==> config.mk <==
export PLATFORM = sky130hd
export DESIGN_NAME = row_sum_extractor
export DESIGN_NICKNAME = d
export VERILOG_FILES = /design/src/rtl/row_sum_extractor.sv
export SDC_FILE = /design/constraint.sdc
export NUM_CORES = 1
export LEC_CHECK = 0
export ABC_AREA = 0
export CORE_MARGIN = 8
export CORE_UTILIZATION = 45
export DETAILED_ROUTE_END_ITERATION = 10
export GPL_ROUTABILITY_DRIVEN = 0
export PLACE_DENSITY = 0.75
export SLEW_MARGIN = 40
export SYNTH_ARGS = -nofsm -noshare
export SYNTH_HDL_FRONTEND = slang
export SYNTH_SLANG_ARGS = --single-unit
export TNS_END_PERCENT = 30
==> constraint.sdc <==
create_clock -name dclk -period 3.85 [get_ports dclk]
set_input_delay 0.77 -clock dclk [delete_from_list [all_inputs] [get_ports dclk]]
set_output_delay 0.77 -clock dclk [all_outputs]
set_load 0.005 [all_outputs]
==> src/rtl/row_sum_extractor.sv <==
// Per-frame maximum row population counter for a binary pixel stream.
// The result is committed to the display outputs only during vertical blanking.
module row_sum_extractor #(
  parameter int unsigned WIDTH  = 640,
  parameter int unsigned HEIGHT = 480,
  parameter int unsigned CW     = 11,
  parameter int unsigned RW     = 9
) (
  input  logic          dclk,
  input  logic          clr_n,
  input  logic          pix_valid,
  output logic          pix_ready,
  input  logic          pix_data,
  input  logic          pix_sof,
  input  logic          pix_eol,
  input  logic          vblank,
  output logic [CW-1:0] sumRowout,
  output logic [RW-1:0] maxRow,
  output logic          sum_update,
  output logic          frame_err
);

  localparam logic [CW-1:0] LAST_COL = CW'(WIDTH - 1);
  localparam logic [RW-1:0] LAST_ROW = RW'(HEIGHT - 1);

  typedef enum logic [1:0] {S_IDLE, S_ROW, S_DONE} state_e;

  state_e          state_q, state_d;
  logic [CW-1:0]   col_q, col_d, acc_q, acc_d, max_q, max_d, sum_q, sum_d;
  logic [RW-1:0]   row_q, row_d, idx_q, idx_d, maxrow_q, maxrow_d;
  logic            upd_q, upd_d, err_q, err_d;

  logic            xfer, in_frame, restart, col_last, bad, row_end, frame_end, commit;
  logic [CW-1:0]   col_b, acc_b, max_b, tot;
  logic [RW-1:0]   row_b, idx_b;

  // A sof pixel always starts from a clean frame, whichever state accepted it.
  always_comb begin
    xfer      = pix_valid && pix_ready;
    in_frame  = xfer && (pix_sof || (state_q == S_ROW));
    restart   = xfer && pix_sof && (state_q == S_ROW);
    col_b     = pix_sof ? '0 : col_q;
    acc_b     = pix_sof ? '0 : acc_q;
    max_b     = pix_sof ? '0 : max_q;
    row_b     = pix_sof ? '0 : row_q;
    idx_b     = pix_sof ? '0 : idx_q;
    tot       = acc_b + CW'(pix_data);
    col_last  = (col_b == LAST_COL);
    bad       = in_frame && (col_last != pix_eol);
    row_end   = in_frame && col_last && pix_eol;
    frame_end = row_end && (row_b == LAST_ROW);
    commit    = (state_q == S_DONE) && vblank;
  end

  always_ff @(posedge dclk or negedge clr_n) begin
    if (!clr_n) state_q <= S_IDLE;
    else        state_q <= state_d;
  end

  always_comb begin
    state_d = state_q;
    case (state_q)
      S_IDLE, S_ROW: begin
        if (bad)            state_d = S_IDLE;
        else if (frame_end) state_d = S_DONE;
        else if (in_frame)  state_d = S_ROW;
      end
      S_DONE:  if (vblank) state_d = S_IDLE;
      default: state_d = S_IDLE;
    endcase
  end

  always_comb begin
    pix_ready = (state_q != S_DONE);
  end

  // Row accumulation, running maximum and commit.
  always_comb begin
    col_d    = col_q;
    acc_d    = acc_q;
    row_d    = row_q;
    max_d    = max_q;
    idx_d    = idx_q;
    sum_d    = sum_q;
    maxrow_d = maxrow_q;
    upd_d    = 1'b0;
    err_d    = err_q || bad || restart;
    if (bad) begin
      col_d = '0;
      acc_d = '0;
      row_d = '0;
    end else if (row_end) begin
      col_d = '0;
      acc_d = '0;
      row_d = frame_end ? '0 : row_b + RW'(1);
      max_d = max_b;
      idx_d = idx_b;
      if (tot > max_b) begin
        max_d = tot;
        idx_d = row_b;
      end
    end else if (in_frame) begin
      col_d = col_b + CW'(1);
      acc_d = tot;
      row_d = row_b;
      max_d = max_b;
      idx_d = idx_b;
    end
    if (commit) begin
      sum_d    = max_q;
      maxrow_d = idx_q;
      upd_d    = 1'b1;
    end
  end

  always_ff @(posedge dclk or negedge clr_n) begin
    if (!clr_n) begin
      col_q    <= '0;
      acc_q    <= '0;
      row_q    <= '0;
      max_q    <= '0;
      idx_q    <= '0;
      sum_q    <= '0;
      maxrow_q <= '0;
      upd_q    <= 1'b0;
      err_q    <= 1'b0;
    end else begin
      col_q    <= col_d;
      acc_q    <= acc_d;
      row_q    <= row_d;
      max_q    <= max_d;
      idx_q    <= idx_d;
      sum_q    <= sum_d;
      maxrow_q <= maxrow_d;
      upd_q    <= upd_d;
      err_q    <= err_d;
    end
  end

  assign sumRowout  = sum_q;
  assign maxRow     = maxrow_q;
  assign sum_update = upd_q;
  assign frame_err  = err_q;

endmodule

# Word-level counts from Yosys, hierarchy flattened
# Index checks and enable logic that the tools add are counted.
[op_classes]
shifts = 0
n_bitwise = 1
addsub = 3
order_cmp = 1
div_mod_pow = 0
mul = 0
n_reduce_logical = 18
mux = 27
n_eq_ne = 8
[ops]
columns = ["cell", "n"]
rows = [
  ["two-way mux 11 bit", 12],
  ["two-way mux 9 bit", 9],
  ["adder 11 x 1 -> 11 bit", 1],
  ["adder 11 x 1 -> 11 bit, second input constant", 1],
  ["equality test 11 x 10 -> 1 bit, second input constant", 1],
  ["> comparator 11 bit", 1],
  ["adder 9 x 1 -> 9 bit, second input constant", 1],
  ["equality test 9 bit, second input constant", 1],
  ["logical AND 1 bit", 9],
  ["two-way mux 2 bit", 4],
  ["!= test 2 bit, second input constant", 2],
  ["!= test 4 bit, second input constant", 1],
  ["case mux 2 bit (2 select lines)", 1],
  ["AND reduction 2 bit", 2],
  ["logical OR 1 bit", 3],
  ["nonzero test 3 bit", 1],
  ["equality test 2 x 1 -> 1 bit, second input constant", 1],
  ["equality test 2 bit, second input constant", 1],
  ["logical NOT 2 bit", 1],
  ["nonzero test 2 bit", 1],
  ["OR reduction 2 bit", 1],
  ["two-way mux 1 bit", 1],
  ["!= test 1 bit", 1],
  ["inverter 1 bit", 1],
]
[word_totals]
ramBits = 0
mem_count = 0
mem_bits_ro = 0
reg_bits = 75
latchBits = 0
in_bits = 7
word_cells = 68
out_inout_bits = 23

# Longest topological paths before layout
# Gate-level depths: netlist of run 1.
[depth]
word_depth = 9
depth_mapped = 22

# Least setup slack after synthesis of run 1
# Ideal clock, no wire load.
[synth_path]
kind = "input to register"
start = "input pix_sof"
end = "register max_q[7]"
cell_stages = 21
slack_ps = -1303
required_time_ps = 3724
t_arrival_ps = 5027
setup_ps = 126
cell_sequence = "clkbuf_1 clkbuf_1 clkbuf_1 clkbuf_1 nor2b_1 ha_1 ha_1 and4_1 nand2_1 nor3_1 xnor2_1 nor2_1 ha_1 nor3b_1 mux2_2 a221oi_1 o22ai_2 and2_4 buf_12 buf_12 a221o_1"
[synth_via]
elab_chain_len = 6
word_cells_on_any_way = 18
[synth_lines]
columns = ["element", "line_no", "source"]
rows = [
  ["start, declared", "14", "input logic pix_sof,"],
  ["parallel branches: the longest is 6 deep, another holds adder 11 x 1 -> 11 bit", "--", ""],
  ["end signal, assigned", "131", "max_q <= max_d;"],
  ["end, declared", "29", "logic [CW-1:0] col_q, col_d, acc_q, acc_d, max_q, max_d, sum_q, sum_d;"],
]
# Parallel ways; which one is timed is not known. The select of a mux whose other input is x is not followed.
# A chain may end at the register's enable or synchronous reset.

# Worst setup path after layout of run 1
[layout_path]
start = "input pix_data"
end = "register idx_q[8]"
[layout_via]
elab_chain_len = 4
[layout_lines]
columns = ["element", "line_no", "source"]
rows = [
  ["start, declared", "13", "input logic pix_data,"],
  ["adder 11 x 1 -> 11 bit", "47", "tot = acc_b + CW'(pix_data);"],
  ["> comparator 11 bit", "98", "if (tot > max_b) begin"],
  ["two-way mux 9 bit", "98", ""],
  ["two-way mux 9 bit", "92", "end else if (row_end) begin"],
  ["end signal, assigned", "132", "idx_q <= idx_d;"],
  ["end, declared", "30", "logic [RW-1:0] row_q, row_d, idx_q, idx_d, maxrow_q, maxrow_d;"],
]
# No other way between the ends.

==> results of run 1 <==
==> through the flow <==
stage,hold WS (ns),std cells
finish,0.412,610
global route,0.487,610
CTS,0.451,610
detailed placement,0.464,591
global placement,0.458,591
floorplan,0.440,434
==> metal layers <==
metal / share of wire, % / track usage [%] / routed length [um]
met4: 2.3 / 6.76 / 238
met1: 44 / 22.4 / 4560
met3: 7.1 / 4.49 / 735
met5: 0 / 0 / 0
met2: 47 / 27.3 / 4840
==> power by group <==
group / total (uW) / internal (uW) / switching, uW
combinational: 136 / 48.3 / 88.1
sequential: 803 / 796 / 6.85
clock: 620 / 304 / 317
total: 1560 / 1150 / 412
==> area by class of cell <==
cell class	count	share of cell area, %
Clock buffer	9	2.49
Clock inverter	7	1.53
Inverter	11	0.829
Multi-Input combinational cell	329	42.7
Sequential cell	75	37.7
Tap cell	108	2.71
Timing Repair Buffer	71	12.1
==> synthesized netlist by cell type, drive strengths merged, types with 2 or more instances <==
master	count	area share (%)
a211o	2	0.43
a211oi	3	0.55
a21oi	9	1.1
a221o	3	0.74
a22o	20	4.3
a22oi	2	0.37
a311oi	2	0.43
a31oi	2	0.31
a32o	5	1.2
a32oi	2	0.43
and2	2	0.37
and3	4	0.64
and4	2	0.43
buf	5	1.5
clkbuf	17	1.6
dfrtp	75	46
ha	11	3.4
inv	11	1.0
mux2	3	0.83
mux2i	4	0.98
nand2	101	9.3
nand2b	4	0.61
nand3	13	1.6
nand4	4	0.61
nand4b	4	1.4
nor2	22	2.0
nor2b	15	2.3
nor3	7	1.4
nor3b	3	0.55
nor4	4	1.3
o211ai	2	0.37
o21a	3	0.55
o21ai	37	4.5
o22ai	2	0.80
o31ai	3	0.55
o41ai	2	0.43
or3	2	0.31
or4	3	0.74
xnor2	7	1.5
xor2	4	0.86
==> state kept, by name (all words and copies together) (netlist names) <==
name        cells
col_q          11
row_q           9
idx_q           9
acc_q          11
max_q          11
frame_err       1
sumRowout      11
state_q         2
maxRow          9
sum_update      1
==> cell families after synthesis <==
| group | count (synthesis) | synth area share [%] |
|---|---|---|
| buffers and inverters | 33 | 4.05 |
| AO/OA/AOI/OAI | 105 | 18.5 |
| multiplexers | 7 | 1.81 |
| flip-flops | 75 | 46.0 |
| adder cells (fa/ha/maj) | 11 | 3.37 |
| XOR/XNOR | 11 | 2.36 |
| AND/OR/NAND/NOR | 192 | 24.0 |
==> critical path, stage by stage <==
cell	delay, ns
dlygate4sd2_1	0.26
ha_2	0.23
ha_4	0.14
and4_4	0.22
nand2_2	0.06
nor3_2	0.18
xnor2_1	0.14
nor2_1	0.07
ha_1	0.32
nor3b_2	0.16
mux2_4	0.29
a221oi_4	0.24
o22ai_2	0.15
and2_4	0.20
buf_4	0.16
a22o_1	0.22
==> what timing repair did <==
action                     in CTS  in global routing
gates cloned                    3                  0
setup endpoints to repair      17                 16
pin swaps                       3                  9
resized for setup               4                  4
hold endpoints to repair        0                  0
hold buffers                    0                  0
==> path summary, 6_finish.rpt <==
check,cells past startpoint,to
max in group asynchronous,1,col_q[5]$_DFFE_PN0P_
max,16,idx_q[8]$_DFFE_PN0P_
max reg2reg,16,idx_q[8]$_DFFE_PN0P_
min in group dclk,2,sumRowout[9]$_DFFE_PN0P_
min reg2reg,2,sumRowout[9]$_DFFE_PN0P_
min,1,max_q[6]$_DFFE_PN0P_
==> reports/qor.txt, run 1 <==
Ys async rst share: 100%
Min Clock Period, post-route: 3.58 ns
Die width: 111 um
Netlist cell types: 61
Launching point of the worst reg2reg path: acc_q[0]$_DFFE_PN0P_
Sequential area share after synthesis: 46.0%
Flop2flop setup slack: 0.46 ns
Global-route usage over all layers: 17.4%
Clk sinks: 75
Setup ws final: 0.275 ns
Worst slew margin: 55.3%
Total grt overflow: 0
Antenna violations before repair: 0
P&R area growth vs syn: 22.1%
Filler Cell Count: 737
Finish-stage setup viols: 0
Setup TNS: 0 ns
Yosys warnings: 0
Final Util: 56.9%
IO buf count: 29
Starting DRT DRC Count: 286
Lkg Pwr: 0.00225 uW
Register cell area after layout: 0.00188 mm^2
Multi-input logic area: 0.00213 mm^2
Via density: 5.77
Drt drc: 0
DP Area: 0.00474 mm^2
Antenna cells: 0
Row count: 34
Clock Tree Buf Depth: 2
Setup bufs post-CTS: 0
CP startpoint kind: input pin
P per Cell Area: 313 mW/mm^2
Synth Register Bits: 75
WP data arrival: 3.82 ns
Largest net degree at the start of global routing: 76
CTS tree: yes
Core ar.: 0.00876 mm^2
RSZ-0062 raised after global routing: false
Worst Path Required: 4.10 ns
Crit. End Element: flop
Root buf cell: clkbuf_8
Die area: 0.0124 mm^2
Cell Area, Synth: 0.00408 mm^2
Total CTS buffers: 9
Vias in the first global route: 3554
Synth Flop Type: dfrtp_1
Final instance area: 0.00498 mm^2
Final hold violation count: 0
# IOs: 30
Initial Util: 46.6%
Fmax: 280 MHz
Worst setup startpoint: pix_data
Peak VDD IR: 0.225 mV
Max Cap Viol: 0
Antenna-violating nets left: 0
Hpwl dp: 7250 um
Vias: 3517
Worst-Skew Late Latency: 0.36 ns
Share of cells above drive strength 1: 17.1%
Wire per inst: 17.0 um
Final WL: 10400 um
Die Ht: 111 um
Hold crit path type: input pin to asynchronous set/reset pin
Most common cell after layout, fill and taps aside: nand2_1
Htree depth: 3
CTS clock-pin slew for the worst setup and hold paths: 0.09 ns
Maximum net fanout on the critical path: 6
Total Power: 1560 uW
Post-Syn Nets: 452
Post-synth EDFFs: 0
Setup Crit Path Kind: input pin to flop
First-pass GRT wire length: 17800 um
Pins Over Slew Limit: 0
Nets: 515
First drt pass iteration count: 5
Final clock period utilization by the worst path: 92.9%
Most frequent cells in the layout: nand2_1 (100), dfrtp_1 (75), buf_4 (42)
Worst-Margin Slew: 0.670 ns
Setup Skew: 0.0136 ns
Pre-CTS setup slack: -0.521 ns
Outcome: complete, no violations
Mapped Cells: 434
Mean Syn Cell Area: 9.40 um^2
Power figures use the tool's default switching activity.
==> inputs of run 2 (changes only) <==
MAX_ROUTING_LAYER = met4   (was not set)
==> run 2 against run 1 <==
Compared with the run above: critical path depth is the same; first-iteration DRC count increased by 1.0%; setup slack lost 0.020 ns; combinational power hardly changed; die area unchanged; non-clock buffer count is the same; via count up 0.17%; sequential share of layout area unchanged; clock skew down 0.00075 ns; fmax decreased by 0.57%; critical endpoint unchanged; largest cell class unchanged; highest routed layer unchanged.
==> reports/qor.txt, run 2 (synthesized netlist as in run 1, its figures left out) <==
Finished Layout Cells: 610 (unchanged)
Worst-Margin Slew: 0.671 ns (+0.000490 ns)
Max stage delay on crit path: 0.32 ns (about the same)
Crit. End Element: flop
Final hold violation count: 0 (unchanged)
Hold crit path type: input pin to asynchronous set/reset pin
Hold slack: 0.411 ns (-0.000821 ns)
Peak VDD IR: 0.226 mV (+0.30%)
CP max stage cell: ha_1
Critical Path, Cell by Cell: dlygate4sd2_1 -> ha_2 -> ha_4 -> and4_4 -> nand2_2 -> nor3_2 -> xnor2_1 -> nor2_1 -> ha_1 -> nor3b_2 -> mux2_4 -> a221oi_4 -> o22ai_2 -> and2_4 -> buf_4 -> a22o_1
Wire per inst: 17.1 um (+0.35%)
R2R Path End: idx_q[8]$_DFFE_PN0P_
Lkg Pwr: 0.00225 uW (unchanged)
Die area: 0.0124 mm^2 (unchanged)
Setup Skew: 0.0128 ns (-0.000747 ns)
Worst Path Required: 4.10 ns (about the same)
Initial Util: 46.6% (unchanged)
IO buf count: 29 (unchanged)
Vias: 3523 (+0.17%)
P&R area growth vs syn: 22.1% (unchanged)
Clk sinks: 75 (unchanged)
Core ar.: 0.00876 mm^2 (unchanged)
WP data arrival: 3.84 ns (+0.02 ns)
Antenna-violating nets left: 0 (unchanged)
Fmax: 278 MHz (-0.57%)
Nets: 515 (unchanged)
Max Cap Viol: 0 (unchanged)
Worst R2R Path Depth: 16 (unchanged)
Drt drc: 0 (unchanged)
# IOs: 30 (unchanged)
Cells after DPL: 591 (unchanged)
Logic gate share of total power: 8.7% (about the same)
Most common cell after layout, fill and taps aside: nand2_1
Vias in the first global route: 3568 (+0.39%)
Finish-stage setup viols: 0 (unchanged)
Antenna violations before repair: 0 (unchanged)
Hpwl dp: 7250 um (unchanged)
Pint: 1150 uW (about the same)
Setup Crit Path Kind: input pin to flop
Final instance area: 0.00498 mm^2 (unchanged)
Most frequent cells in the layout: nand2_1 (100), dfrtp_1 (75), buf_4 (42)
RSZ-0062 raised after global routing: false
Clock power share: 39.8% (about the same)
First-pass GRT wire length: 17800 um (-0.12%)
Final WL: 10400 um (+0.35%)
Total grt overflow: 0 (unchanged)
Outcome: complete, no violations
Min Clock Period, post-route: 3.60 ns (+0.0204 ns)
Die Ht: 111 um (unchanged)
Clock Tree Buf Depth: 2 (unchanged)
NetSw: 414 uW (+0.51%)
Via density: 5.78 (+0.17%)
Filler Cell Count: 737 (unchanged)
Root buf cell: clkbuf_8
P per Cell Area: 313 mW/mm^2 (+0.13%)
Share of cells above drive strength 1: 17.1% (unchanged)
Worst setup startpoint: pix_data
Pins Over Slew Limit: 0 (unchanged)
Worst-Skew Late Latency: 0.36 ns (about the same)
Final Util: 56.9% (unchanged)
Maximum net fanout on the critical path: 6 (unchanged)
CTS tree: yes
Setup TNS: 0 ns (unchanged)
Post-cts hold buffer count: 0 (unchanged)
Total CTS buffers: 9 (unchanged)
Flop pwr share: 51.4% (about the same)
Starting DRT DRC Count: 289 (+1.0%)
Setup bufs post-CTS: 0 (unchanged)
Worst slew margin: 55.3% (about the same)
Antenna cells: 0 (unchanged)
DP Area: 0.00474 mm^2 (unchanged)
Row count: 34 (unchanged)
Final clock period utilization by the worst path: 93.4% (+0.53 points)
CTS clock-pin slew for the worst setup and hold paths: 0.09 ns (about the same)
Flop2flop setup slack: 0.46 ns (about the same)
Htree depth: 3 (unchanged)
Die width: 111 um (unchanged)
First drt pass iteration count: 5 (unchanged)
CP startpoint kind: input pin
Global-route usage over all layers: 17.9% (+0.48 points)
Switching share of power: 26.5% (+0.099 points)
Largest net degree at the start of global routing: 76 (unchanged)
Launching point of the worst reg2reg path: acc_q[0]$_DFFE_PN0P_
==> run 2: power by group through the flow <==
| stage | registers [uW] | logic [uW] | clock network, uW |
|---|---|---|---|
| final | 803 | 136 | 622 |
| after global placement | 818 | 130 | 0 |
| after CTS | 803 | 135 | 637 |
| after detailed placement | 819 | 133 | 0 |
| after global routing | 805 | 151 | 669 |
| after floorplan | 817 | 80.4 | 0 |
==> run 2: critical path, delay by kind of cell <==
| family | cells | cell delay [ns] |
|---|---|---|
| compound gates | 3 | 0.61 |
| xor+xnor | 1 | 0.14 |
| fa+ha+maj | 3 | 0.70 |
| buf+inv | 2 | 0.43 |
| mux | 1 | 0.29 |
| simple gates | 6 | 0.89 |
==> run 2: what timing repair did <==
| item | in CTS | in global routing |
|---|---|---|
| gates resized for setup | 4 | 4 |
| gates cloned | 3 | 0 |
| pin swaps | 3 | 9 |
| endpoints found under the setup margin | 17 | 16 |
==> run 2: how the worst max path moves through the flow <==
stage | cells past startpoint | endpoint
global route | 17 | idx_q[6]$_DFFE_PN0P_
finish | 16 | idx_q[8]$_DFFE_PN0P_
detailed placement | 17 | idx_q[8]$_DFFE_PN0P_
floorplan | 21 | max_q[7]$_DFFE_PN0P_
global placement | 17 | idx_q[1]$_DFFE_PN0P_
CTS | 17 | idx_q[8]$_DFFE_PN0P_
==> run 2: layout make-up <==
cell class                 instances  area, um^2  area share, %
clock buffer                       9         124           2.49
tap                              108         135           2.71
inverter                          11        41.3          0.829
timing repair buffer              71         601           12.1
multi-input combinational        329        2130           42.7
sequential                        75        1880           37.7
clock inverter                     7        76.3           1.53
==> run 2: metrics by stage <==
stage,power (uW),setup slack [ns]
5_1_grt,1630,0.111
2_1_floorplan,898,-0.616
4_1_cts,1570,0.128
3_5_place_dp,952,-0.521
6_report,1560,0.255
3_3_place_gp,948,-0.422
==> run 2: per-layer routing <==
layer / wire length, um / track usage, % / share of wire (%) / vias up
li1: - / - / - / 1684
met1: 4640 / 22.3 / 45 / 1696
met2: 4810 / 27.3 / 46 / 119
met3: 689 / 4.60 / 6.6 / 24
met4: 269 / 6.76 / 2.6 / 0
met5: 0 / - / 0 / -
